--- src/rtl/ghost_move_scheduler_if.sv ---
// Bus between the ghost move scheduler and its environment (frame timing, controllers, renderer).
// GHOST_BOUNDS_CHECK_EN adds the bad_move grant-reject strobe.
`timescale 1ns/1ps
interface ghost_move_scheduler_if #(
  parameter int NUM_GHOSTS = 4
);
  logic                      frame_tick;
  logic                      power_pellet;
  logic [9:0]                pac_x;
  logic [8:0]                pac_y;
  logic [10*NUM_GHOSTS-1:0]  nxt_x;
  logic [9*NUM_GHOSTS-1:0]   nxt_y;
  logic [9:0]                cur_x;
  logic [8:0]                cur_y;
  logic [NUM_GHOSTS-1:0]     step;
  logic [10*NUM_GHOSTS-1:0]  ghost_x;
  logic [9*NUM_GHOSTS-1:0]   ghost_y;
  logic                      frightened;
  logic [NUM_GHOSTS-1:0]     hit;
`ifdef GHOST_BOUNDS_CHECK_EN
  logic [NUM_GHOSTS-1:0]     bad_move;

  modport master (
    input  frame_tick, power_pellet, pac_x, pac_y, nxt_x, nxt_y,
    output cur_x, cur_y, step, ghost_x, ghost_y, frightened, hit, bad_move
  );
  modport slave (
    output frame_tick, power_pellet, pac_x, pac_y, nxt_x, nxt_y,
    input  cur_x, cur_y, step, ghost_x, ghost_y, frightened, hit, bad_move
  );
`else
  modport master (
    input  frame_tick, power_pellet, pac_x, pac_y, nxt_x, nxt_y,
    output cur_x, cur_y, step, ghost_x, ghost_y, frightened, hit
  );
  modport slave (
    output frame_tick, power_pellet, pac_x, pac_y, nxt_x, nxt_y,
    input  cur_x, cur_y, step, ghost_x, ghost_y, frightened, hit
  );
`endif
endinterface

--- src/rtl/ghost_move_scheduler.sv ---
// Owns committed ghost positions, grants one movement controller at a time per step period,
// runs the frightened timer and flags ghost/Pac-Man collisions. Option macro: GHOST_BOUNDS_CHECK_EN.
`timescale 1ns/1ps
module ghost_move_scheduler #(
  parameter int                        NUM_GHOSTS    = 4,
  parameter int                        STEP_FRAMES   = 8,
  parameter int                        FRIGHT_FRAMES = 360,
  parameter logic [10*NUM_GHOSTS-1:0]  HOME_XS       = {NUM_GHOSTS{10'd600}},
  parameter logic [9*NUM_GHOSTS-1:0]   HOME_YS       = {NUM_GHOSTS{9'd320}}
`ifdef GHOST_BOUNDS_CHECK_EN
  ,
  parameter logic [9:0]                BX0           = 10'd0,
  parameter logic [9:0]                BX1           = 10'd620,
  parameter logic [8:0]                BY0           = 9'd0,
  parameter logic [8:0]                BY1           = 9'd460
`endif
) (
  input  logic                   clk,
  input  logic                   reset,
  ghost_move_scheduler_if.master bus_if
);

  localparam int IDX_W = (NUM_GHOSTS > 1) ? $clog2(NUM_GHOSTS) : 1;
  localparam int FC_W  = $clog2(2*STEP_FRAMES + 1) + 1;
  localparam int FR_W  = $clog2(FRIGHT_FRAMES + 1) + 1;
  localparam logic [IDX_W-1:0] LAST_IDX = IDX_W'(NUM_GHOSTS - 1);

  typedef enum logic [1:0] {S_WAIT, S_ISSUE, S_CAPTURE} state_t;

  state_t                state_q, state_d;
  logic [IDX_W-1:0]      idx_q, idx_d;
  logic [FC_W-1:0]       fc_q, fc_d, fc_inc, period;
  logic [FR_W-1:0]       fr_q, fr_d;
  logic                  frightened;
  logic                  round_start;
  logic [9:0]            gx_q [NUM_GHOSTS];
  logic [9:0]            gx_d [NUM_GHOSTS];
  logic [8:0]            gy_q [NUM_GHOSTS];
  logic [8:0]            gy_d [NUM_GHOSTS];
  logic [9:0]            cx_q, cx_d;
  logic [8:0]            cy_q, cy_d;
  logic [NUM_GHOSTS-1:0] step_q, step_d;
  logic [NUM_GHOSTS-1:0] hit_q, hit_d;
  logic [NUM_GHOSTS-1:0] bad_q, bad_d;
  logic [9:0]            prop_x, commit_x;
  logic [8:0]            prop_y, commit_y;
  logic                  move_ok;

  // Period doubles while frightened; evaluated only when a round may start.
  assign frightened  = (fr_q != '0);
  assign period      = frightened ? FC_W'(2*STEP_FRAMES) : FC_W'(STEP_FRAMES);
  assign fc_inc      = fc_q + FC_W'(bus_if.frame_tick);
  assign round_start = (state_q == S_WAIT) && (fc_inc >= period);

  assign prop_x = bus_if.nxt_x[10*int'(idx_q) +: 10];
  assign prop_y = bus_if.nxt_y[9*int'(idx_q) +: 9];

`ifdef GHOST_BOUNDS_CHECK_EN
  assign move_ok = (prop_x >= BX0) && (prop_x <= BX1) &&
                   (prop_y >= BY0) && (prop_y <= BY1) &&
                   ((prop_x % 10'd20) == 10'd0) && ((prop_y % 9'd20) == 9'd0);
`else
  assign move_ok = 1'b1;
`endif

  assign commit_x = move_ok ? prop_x : gx_q[idx_q];
  assign commit_y = move_ok ? prop_y : gy_q[idx_q];

  // ---- FSM state register
  always_ff @(posedge clk or negedge reset) begin
    if (!reset) begin
      state_q <= S_WAIT;
      idx_q   <= '0;
    end else begin
      state_q <= state_d;
      idx_q   <= idx_d;
    end
  end

  // ---- FSM next state
  always_comb begin
    state_d = state_q;
    idx_d   = idx_q;
    unique case (state_q)
      S_WAIT: begin
        if (round_start) begin
          state_d = S_ISSUE;
          idx_d   = '0;
        end
      end
      S_ISSUE: state_d = S_CAPTURE;
      S_CAPTURE: begin
        if (idx_q == LAST_IDX) begin
          state_d = S_WAIT;
        end else begin
          state_d = S_ISSUE;
          idx_d   = idx_q + 1'b1;
        end
      end
      default: state_d = S_WAIT;
    endcase
  end

  // ---- FSM outputs and datapath next values
  always_comb begin
    gx_d   = gx_q;
    gy_d   = gy_q;
    cx_d   = cx_q;
    cy_d   = cy_q;
    step_d = '0;
    hit_d  = '0;
    bad_d  = '0;

    // Ticks landing mid-round keep counting but cannot overrun the period.
    if (round_start)
      fc_d = '0;
    else if ((state_q != S_WAIT) && (fc_inc > period))
      fc_d = period;
    else
      fc_d = fc_inc;

    if (bus_if.power_pellet)
      fr_d = FR_W'(FRIGHT_FRAMES);
    else if (bus_if.frame_tick && frightened)
      fr_d = fr_q - 1'b1;
    else
      fr_d = fr_q;

    unique case (state_q)
      S_ISSUE: begin
        cx_d          = gx_q[idx_q];
        cy_d          = gy_q[idx_q];
        step_d[idx_q] = 1'b1;
      end
      S_CAPTURE: begin
        gx_d[idx_q]  = commit_x;
        gy_d[idx_q]  = commit_y;
        hit_d[idx_q] = (commit_x == bus_if.pac_x) && (commit_y == bus_if.pac_y);
        bad_d[idx_q] = !move_ok;
      end
      default: ;
    endcase
  end

  // ---- registered datapath
  always_ff @(posedge clk or negedge reset) begin
    if (!reset) begin
      for (int g = 0; g < NUM_GHOSTS; g++) begin
        gx_q[g] <= HOME_XS[10*g +: 10];
        gy_q[g] <= HOME_YS[9*g +: 9];
      end
      cx_q   <= '0;
      cy_q   <= '0;
      step_q <= '0;
      hit_q  <= '0;
      bad_q  <= '0;
      fc_q   <= '0;
      fr_q   <= '0;
    end else begin
      gx_q   <= gx_d;
      gy_q   <= gy_d;
      cx_q   <= cx_d;
      cy_q   <= cy_d;
      step_q <= step_d;
      hit_q  <= hit_d;
      bad_q  <= bad_d;
      fc_q   <= fc_d;
      fr_q   <= fr_d;
    end
  end

  assign bus_if.cur_x      = cx_q;
  assign bus_if.cur_y      = cy_q;
  assign bus_if.step       = step_q;
  assign bus_if.hit        = hit_q;
  assign bus_if.frightened = frightened;

  for (genvar g = 0; g < NUM_GHOSTS; g++) begin : g_pack
    assign bus_if.ghost_x[10*g +: 10] = gx_q[g];
    assign bus_if.ghost_y[9*g +: 9]   = gy_q[g];
  end

`ifdef GHOST_BOUNDS_CHECK_EN
  assign bus_if.bad_move = bad_q;
`else
  logic unused_bad;
  assign unused_bad = ^bad_q;
`endif

endmodule

--- src/flat_wrapper.sv ---
// flat-port wrapper written by rule: the top's interface ports become plain ports
module ghost_move_scheduler_flat 
#(
  parameter int                        NUM_GHOSTS    = 4,
  parameter int                        STEP_FRAMES   = 8,
  parameter int                        FRIGHT_FRAMES = 360,
  parameter logic [10*NUM_GHOSTS-1:0]  HOME_XS       = {NUM_GHOSTS{10'd600}},
  parameter logic [9*NUM_GHOSTS-1:0]   HOME_YS       = {NUM_GHOSTS{9'd320}}

)
  (clk, reset, bus_if_frame_tick, bus_if_power_pellet, bus_if_pac_x, bus_if_pac_y, bus_if_nxt_x, bus_if_nxt_y, bus_if_cur_x, bus_if_cur_y, bus_if_step, bus_if_ghost_x, bus_if_ghost_y, bus_if_frightened, bus_if_hit);
  ghost_move_scheduler_if #(.NUM_GHOSTS(NUM_GHOSTS)) bus_if_i ();
  input  logic clk;
  input  logic reset;
  input wire logic [$bits(bus_if_i.frame_tick)-1:0] bus_if_frame_tick;
  input wire logic [$bits(bus_if_i.power_pellet)-1:0] bus_if_power_pellet;
  input wire logic [$bits(bus_if_i.pac_x)-1:0] bus_if_pac_x;
  input wire logic [$bits(bus_if_i.pac_y)-1:0] bus_if_pac_y;
  input wire logic [$bits(bus_if_i.nxt_x)-1:0] bus_if_nxt_x;
  input wire logic [$bits(bus_if_i.nxt_y)-1:0] bus_if_nxt_y;
  output wire logic [$bits(bus_if_i.cur_x)-1:0] bus_if_cur_x;
  output wire logic [$bits(bus_if_i.cur_y)-1:0] bus_if_cur_y;
  output wire logic [$bits(bus_if_i.step)-1:0] bus_if_step;
  output wire logic [$bits(bus_if_i.ghost_x)-1:0] bus_if_ghost_x;
  output wire logic [$bits(bus_if_i.ghost_y)-1:0] bus_if_ghost_y;
  output wire logic [$bits(bus_if_i.frightened)-1:0] bus_if_frightened;
  output wire logic [$bits(bus_if_i.hit)-1:0] bus_if_hit;
  assign bus_if_i.frame_tick = bus_if_frame_tick;
  assign bus_if_i.power_pellet = bus_if_power_pellet;
  assign bus_if_i.pac_x = bus_if_pac_x;
  assign bus_if_i.pac_y = bus_if_pac_y;
  assign bus_if_i.nxt_x = bus_if_nxt_x;
  assign bus_if_i.nxt_y = bus_if_nxt_y;
  assign bus_if_cur_x = bus_if_i.cur_x;
  assign bus_if_cur_y = bus_if_i.cur_y;
  assign bus_if_step = bus_if_i.step;
  assign bus_if_ghost_x = bus_if_i.ghost_x;
  assign bus_if_ghost_y = bus_if_i.ghost_y;
  assign bus_if_frightened = bus_if_i.frightened;
  assign bus_if_hit = bus_if_i.hit;
  ghost_move_scheduler #(.NUM_GHOSTS(NUM_GHOSTS), .STEP_FRAMES(STEP_FRAMES), .FRIGHT_FRAMES(FRIGHT_FRAMES), .HOME_XS(HOME_XS), .HOME_YS(HOME_YS)) u_core (.clk(clk), .reset(reset), .bus_if(bus_if_i));
endmodule
--- config.mk ---
export PLATFORM = sky130hd
export DESIGN_NAME = ghost_move_scheduler_flat
export DESIGN_NICKNAME = d
export VERILOG_FILES = /design/src/rtl/ghost_move_scheduler_if.sv /design/src/rtl/ghost_move_scheduler.sv /design/src/flat_wrapper.sv
export SDC_FILE = /design/constraint.sdc
export NUM_CORES = 1
export LEC_CHECK = 0
export BUFFER_PORTS_ARGS = -buffer_cell sky130_fd_sc_hd__buf_4
export CORE_MARGIN = 5
export CORE_UTILIZATION = 47
export CTS_CLUSTER_DIAMETER = 60
export DETAILED_ROUTE_END_ITERATION = 6
export PLACE_DENSITY = 0.77
export REMOVE_ABC_BUFFERS = 1
export SYNTH_ARGS = -nofsm -noshare
export SYNTH_HDL_FRONTEND = slang
export SYNTH_SLANG_ARGS = --single-unit
export TNS_END_PERCENT = 100
--- constraint.sdc ---
create_clock -name clk -period 3 [get_ports clk]
set_input_delay 0.6 -clock clk [delete_from_list [all_inputs] [get_ports clk]]
set_output_delay 0.6 -clock clk [all_outputs]
set_load 0.02 [all_outputs]
# --- Yosys cells after proc, flatten, opt, wreduce, memory -nomap -nowiden ---
# Cells that the tools add are included.
op_classes:
  muxes: 27
  reduce_logical: 12
  magnitude_cmp: 6
  n_mul: 2
  n_shift: 2
  n_addsub: 3
  n_eq_ne: 7
  n_bitwise: 2
op_table:
  columns: ["op", "n"]
  rows:
  - ["2-to-1 mux 10 bit", 5]
  - ["bitwise mux 40 bit", 1]
  - ["indexed part select 40 x 32 -> 10 bit", 1]
  - ["bitwise mux 36 bit", 1]
  - ["indexed part select 36 x 32 -> 9 bit", 1]
  - ["2-to-1 mux 9 bit", 3]
  - ["binary-select mux 10 bit (select 2 bit)", 1]
  - ["demux 10 bit (select 2 bit)", 1]
  - ["binary-select mux 9 bit (select 2 bit)", 1]
  - ["demux 9 bit (select 2 bit)", 1]
  - ["2-to-1 mux 6 bit", 2]
  - ["equality test 10 bit", 1]
  - ["nonzero test 10 bit", 1]
  - ["subtractor 10 x 1 -> 10 bit (second input constant)", 1]
  - ["equality test 9 bit", 1]
  - ["2-to-1 mux 4 bit", 2]
  - ["adder 6 x 1 -> 6 bit", 1]
  - [">= comparator 6 bit", 1]
  - ["> comparator 6 bit", 1]
  - ["logical AND 1 bit", 6]
  - ["multiplier 4 x 2 -> 6 bit (first input constant)", 1]
  - ["2-to-1 mux 2 bit", 3]
  - ["one-hot mux 2 bit (3 select lines)", 1]
  - ["nonzero test 2 bit", 3]
  - ["other kinds (18)", 20]
word_totals:
  out_inout_bits: 104
  elab_cells: 77
  ff_bits: 123
  inputBits: 99

# --- Depth between registers and ports, before layout ---
depth:
  word_depth: 6
  depth_mapped: 10
  depth_no_buf: 10

# --- Worst setup path after synthesis ---
# No wires, ideal clock.
synth_timing:
  kind: "reg2reg"
  startpoint: "reg u_core.fr_q[4]"
  endpoint: "reg u_core.fc_q[3]"
  setup_ps: 119
  stages_incl_launch_ff: 10
  period_less_slack_ps: 2967
  setup_slack_ps: 33
  arrival_ps: 2848
  required_ps: 2881
  path_buffers: 0
  path_cell_list: "dfrtp_1 > or4_1 > or2_2 > nor3_2 > ha_1 > nand3b_1 > or4_1 > a211o_1 > and3_1 > o21ba_1"
synth_via:
  elab_chain_len: 6
  word_cells_on_any_way: 8
  cone_classes: "order compare: 2; mux: 3; reduce/logical: 3"
synth_lines:
  columns: ["element", "line_no", "text"]
  rows:
  - ["start, declared", "ghost_move_scheduler.sv:33", "logic [FR_W-1:0] fr_q, fr_d;"]
  - ["start signal, assigned", "ghost_move_scheduler.sv:168", "fr_q <= fr_d;"]
  - ["nonzero test 10 bit (*)", "ghost_move_scheduler.sv:50", "assign frightened = (fr_q != '0);"]
  - ["2-to-1 mux 5 bit (*)", "ghost_move_scheduler.sv:51", "assign period = frightened ? FC_W'(2*STEP_FRAMES) : FC_W'(STEP_FRAMES);"]
  - ["> comparator 6 bit", "ghost_move_scheduler.sv:117", "else if ((state_q != S_WAIT) && (fc_inc > period))"]
  - ["logical AND 1 bit", "ghost_move_scheduler.sv:117", null]
  - ["2-to-1 mux 6 bit", "ghost_move_scheduler.sv:117", null]
  - ["2-to-1 mux 6 bit (*)", "ghost_move_scheduler.sv:115", "if (round_start)"]
  - ["net u_core.fc_d[3]", "ghost_move_scheduler.sv:32", "logic [FC_W-1:0] fc_q, fc_d, fc_inc, period;"]
  - ["end signal, assigned", "ghost_move_scheduler.sv:157", "fc_q <= '0;"]
  - ["end signal, assigned", "ghost_move_scheduler.sv:167", "fc_q <= fc_d;"]
  - ["end, declared", "ghost_move_scheduler.sv:32", null]
# Mark *: on every way through the listed nets, which the timed path passes. The rest lies on a longest branch.
# A chain may end at the register's enable or synchronous reset.

# --- Final worst setup path ---
# Ends and elaborated chain as after synthesis.

==> metrics.md <==
| Metric | Value |
|---|---|
| Buf+Inv Stages, Crit Path | `0` |
| Final Non-Filler Cells | `~950` |
| Die height | `between 100 and 150 um` |
| Met3 usage | `0.0868` |
| Ports | `~200` |
| Max_slew headroom | `0.447` |
| CP Capture Type | `flip-flop` |
| Die ar. | `approximately 16000 um^2` |
| GR Util All Layers | `0.239` |
| Layout cell share with drive strength beyond 1 | `0.479` |
| Final Max Tran Viols | `0` |
| RSZ-0062 raised after global routing | `true` |
| Longest Clk Path Bufs | `2` |
| Core box area | `13300 um^2` |
| Routed vias | `5152` |
| Total power draw | `a little under 10 mW` |
| Synth area leaders | `dfrtp_1 (38%), mux4_2 (12%), dfstp_2 (9.8%)` |
| Top fanout value on the critical path | `4` |
| P_sw | `3.74 mW` |
| Area Growth Syn to Fin | `38.2%` |
| Worst Max-Slew Pin Slew | `0.828 ns` |
| Sequential share of power | `0.311` |
| Fin crit share | `0.974` |
| Worst Reg2Reg Path Length in Cells | `9` |
| # H-tree levels | `4` |
| Hold-fix buffers, CTS | `0` |
| Area leader, netlist | `dfrtp_1` |
| Antenna diodes | `0` |
| Inserted Clock Buffers | `17` |
| Synthesis-stage register bit count | `~120` |
| Fin crit period | `2.92 ns` |
| Final Core Density | `0.667` |
| Layout fillers | `roughly 990` |
| R2r setup slk | `0.08 ns` |
| Pwr/cell area | `around 1100 nW/um^2` |
| Pint | `roughly 6.2 mW` |
| Multiplexer share of the synthesized area | `0.244` |
| Simple-gate share of the synthesized area | `0.103` |
| Clk_skew | `just over 0.01 ns` |
| Critical path arrival | `about 3.2 ns` |
| Starting density of the core | `0.483` |
| DRT iter0 DRCs | `290` |
| Post-detailed-placement half-perimeter wirelength | `between 10000 and 15000 um` |
| Tightest Hold Check Type | `in2async` |
| Count leader, synth | `dfrtp_1` |
| WL final | `between 15000 and 20000 um` |
| Netlist Area Pre-Place | `around 6400 um^2` |
| Top delay family on crit path | `simple AND/OR/NAND/NOR gates` |
| Setup TNS Final | `0 ns` |
| Crit-path cells | `or4_4 -> or2_4 -> nor3_4 -> ha_4 -> nand3b_1 -> or4_1 -> a211o_1 -> and3_4 -> o21ba_1` |
| Main combinational cell family by area after synthesis | `multiplexers` |
| Top cell type's share of synthesized area | `0.384` |
| R2r startpoint | `u_core.fr_q[4]` |
| # DRC | `0` |
| Mapped Avg Cell Area | `between 10 and 15 um^2` |
| Clock-pin slew on the worst setup and hold paths | `0.06 ns` |
| Multi-input logic area | `around 3200 um^2` |
| Post-Syn Instances | `between 500 and 600` |
| GR peak layer | `met2` |
| Top FF cell, synth | `dfrtp_1` |
| Post-synthesis adder-cell area fraction | `0.0175` |
| Placed cell count | `~910` |
| PortBufs | `roughly 200` |
| Register area share after synthesis | `0.482` |
| Async SR Flop Fraction | `1.00` |
| Post-synth top cells | `dfrtp_1 (99), nand2_1 (82), o21ai_0 (73), mux2_2 (47), mux4_2 (34)` |
| ANT nets after route | `0` |
| Post-synth EDFFs | `0` |
| Root buf cell | `clkbuf_16` |
| Grt total ovfl | `0` |
| Setup CP Type | `reg2reg` |
| Outcome | `complete, no violations` |
| Synth Area in Compound Gates | `0.0837` |
| Largest net degree at the start of global routing | `49` |
| Final Wtd Congestion | `roughly 0.87` |
| R2r endpoint | `u_core.fc_q[3]` |
| Vias in the first global route | `5692` |
| Startpoint Class | `flip-flop` |
| Vias per Instance | `5.45` |
| Crit-path slowest cell | `or4_4` |
| Fin. Hold Viols | `0` |
| Final setup vio count | `0` |
| Initial antenna violation count | `0` |
| Global-route wire length before repair | `between 30000 and 40000 um` |
| Pre-Repair DR Iteration Count | `4` |
| Crit path required time | `roughly 3.3 ns` |
| Yosys warnings | `0` |
| XOR/XNOR share of the synthesized area | `0.0394` |
| Reg area | `3110 um^2` |
| WL/cell | `a little under 20 um` |
| Post-CTS Setup Inserts | `0` |
| Largest stage delay, worst path | `0.54 ns` |
| Std-Cell Rows | `42` |
| Met1 Usage GRT | `0.293` |
| CP startpoint | `u_core.fr_q[4]` |
| Max-cap violations | `0` |
| Maximum vdd drop | `between 0.5 and 0.6 mV` |
| Combinational Power Share | `0.472` |
| Nets@finish | `~860` |
| Sink Count | `123` |
| Max Clock Freq | `approximately 340 MHz` |
| CTS tree | `built` |
| Sw Share | `0.378` |
| Clk_lat worst skew | `0.40 ns` |
| Leak pwr | `just over 4 nW` |
| Yosys cell types | `48` |
| Clock network power share | `0.217` |
| Die width | `around 130 um` |
| Grt met2 use | `0.400` |
## placed cells by master, fill, tap and decap left out, drive strengths merged, types with 8 or more instances in the layout
master / n
clkbuf: 24
inv: 9
nand2: 82
buf: 224
dfrtp: 99
xor2: 8
xnor2: 21
a21oi: 11
dfstp: 24
mux2i: 17
o21ai: 73
mux2: 47
nor2: 18
ha: 9
mux4: 38
## worst max-delay path by stage
stage          slack [ns]  cells past startpoint                         to
6_report             0.08                      9             u_core.fc_q[3]
5_1_grt             -0.02                      9             u_core.fc_q[3]
4_1_cts              0.02                      9             u_core.fc_q[3]
3_5_place_dp         -0.1                      9             u_core.fc_q[3]
3_3_place_gp         0.05                      9             u_core.fc_q[3]
2_1_floorplan       -1.15                      4  u_core.bus_if.ghost_x[27]
## power groups by stage
stage	sequential, mW	combinational, mW	clock (mW)
global route	3.16	5.06	2.26
floorplan	3.80	1.98	0
CTS	3.07	4.71	2.17
finish	3.07	4.67	2.14
global placement	3.04	4.55	0
detailed placement	3.07	4.69	0
## kinds of logic after synthesis
logic type,Yosys count
and+or+nand+nor,142
DFF,123
muxes,102
AOI/OAI and AO/OA,97
buffers and inverters,42
xor gates and xnor gates,29
adders and majority gates,9
other,1
## layer usage
metal  routed length, um  up-vias
li1                    -     2385
met2                9250      192
met1                7610     2549
met3                1560       26
met5                   0        -
met4                 334        0
## layout make-up
cell class	count	share of cell area
inverter	10	0.00421
multi-input combinational	380	0.357
clock inverter	8	0.0157
sequential	123	0.350
clock buffer	24	0.0541
timing repair buffer	224	0.194
tap	176	0.0247
## metrics by stage
step                      setup WS, ns  instance area [um^2]  hold WS (ns)
final                           0.0768                  8910         0.121
after global routing           -0.0166                  8910         0.126
after CTS                       0.0176                  8890         0.117
after detailed placement       -0.0973                  8250         0.486
after global placement          0.0473                  8250         0.476
after floorplan                  -1.15                  6290         0.304
## sequential cells by signal, summed over array words and instances (netlist names), 4 cells and up
name and flops:
u_core.bus_if.cur_y 9, u_core.bus_if.step 4, u_core.fc_q 6, u_core.fr_q 10, u_core.bus_if.ghost_y 36, u_core.bus_if.hit 4, u_core.bus_if.cur_x 10, u_core.bus_if.ghost_x 40
## timing repair
action	CTS	global route
pin swaps	4	1
resized for setup	3	3
endpoints found under the setup margin	3	4
(Power assumes the default switching activity.)
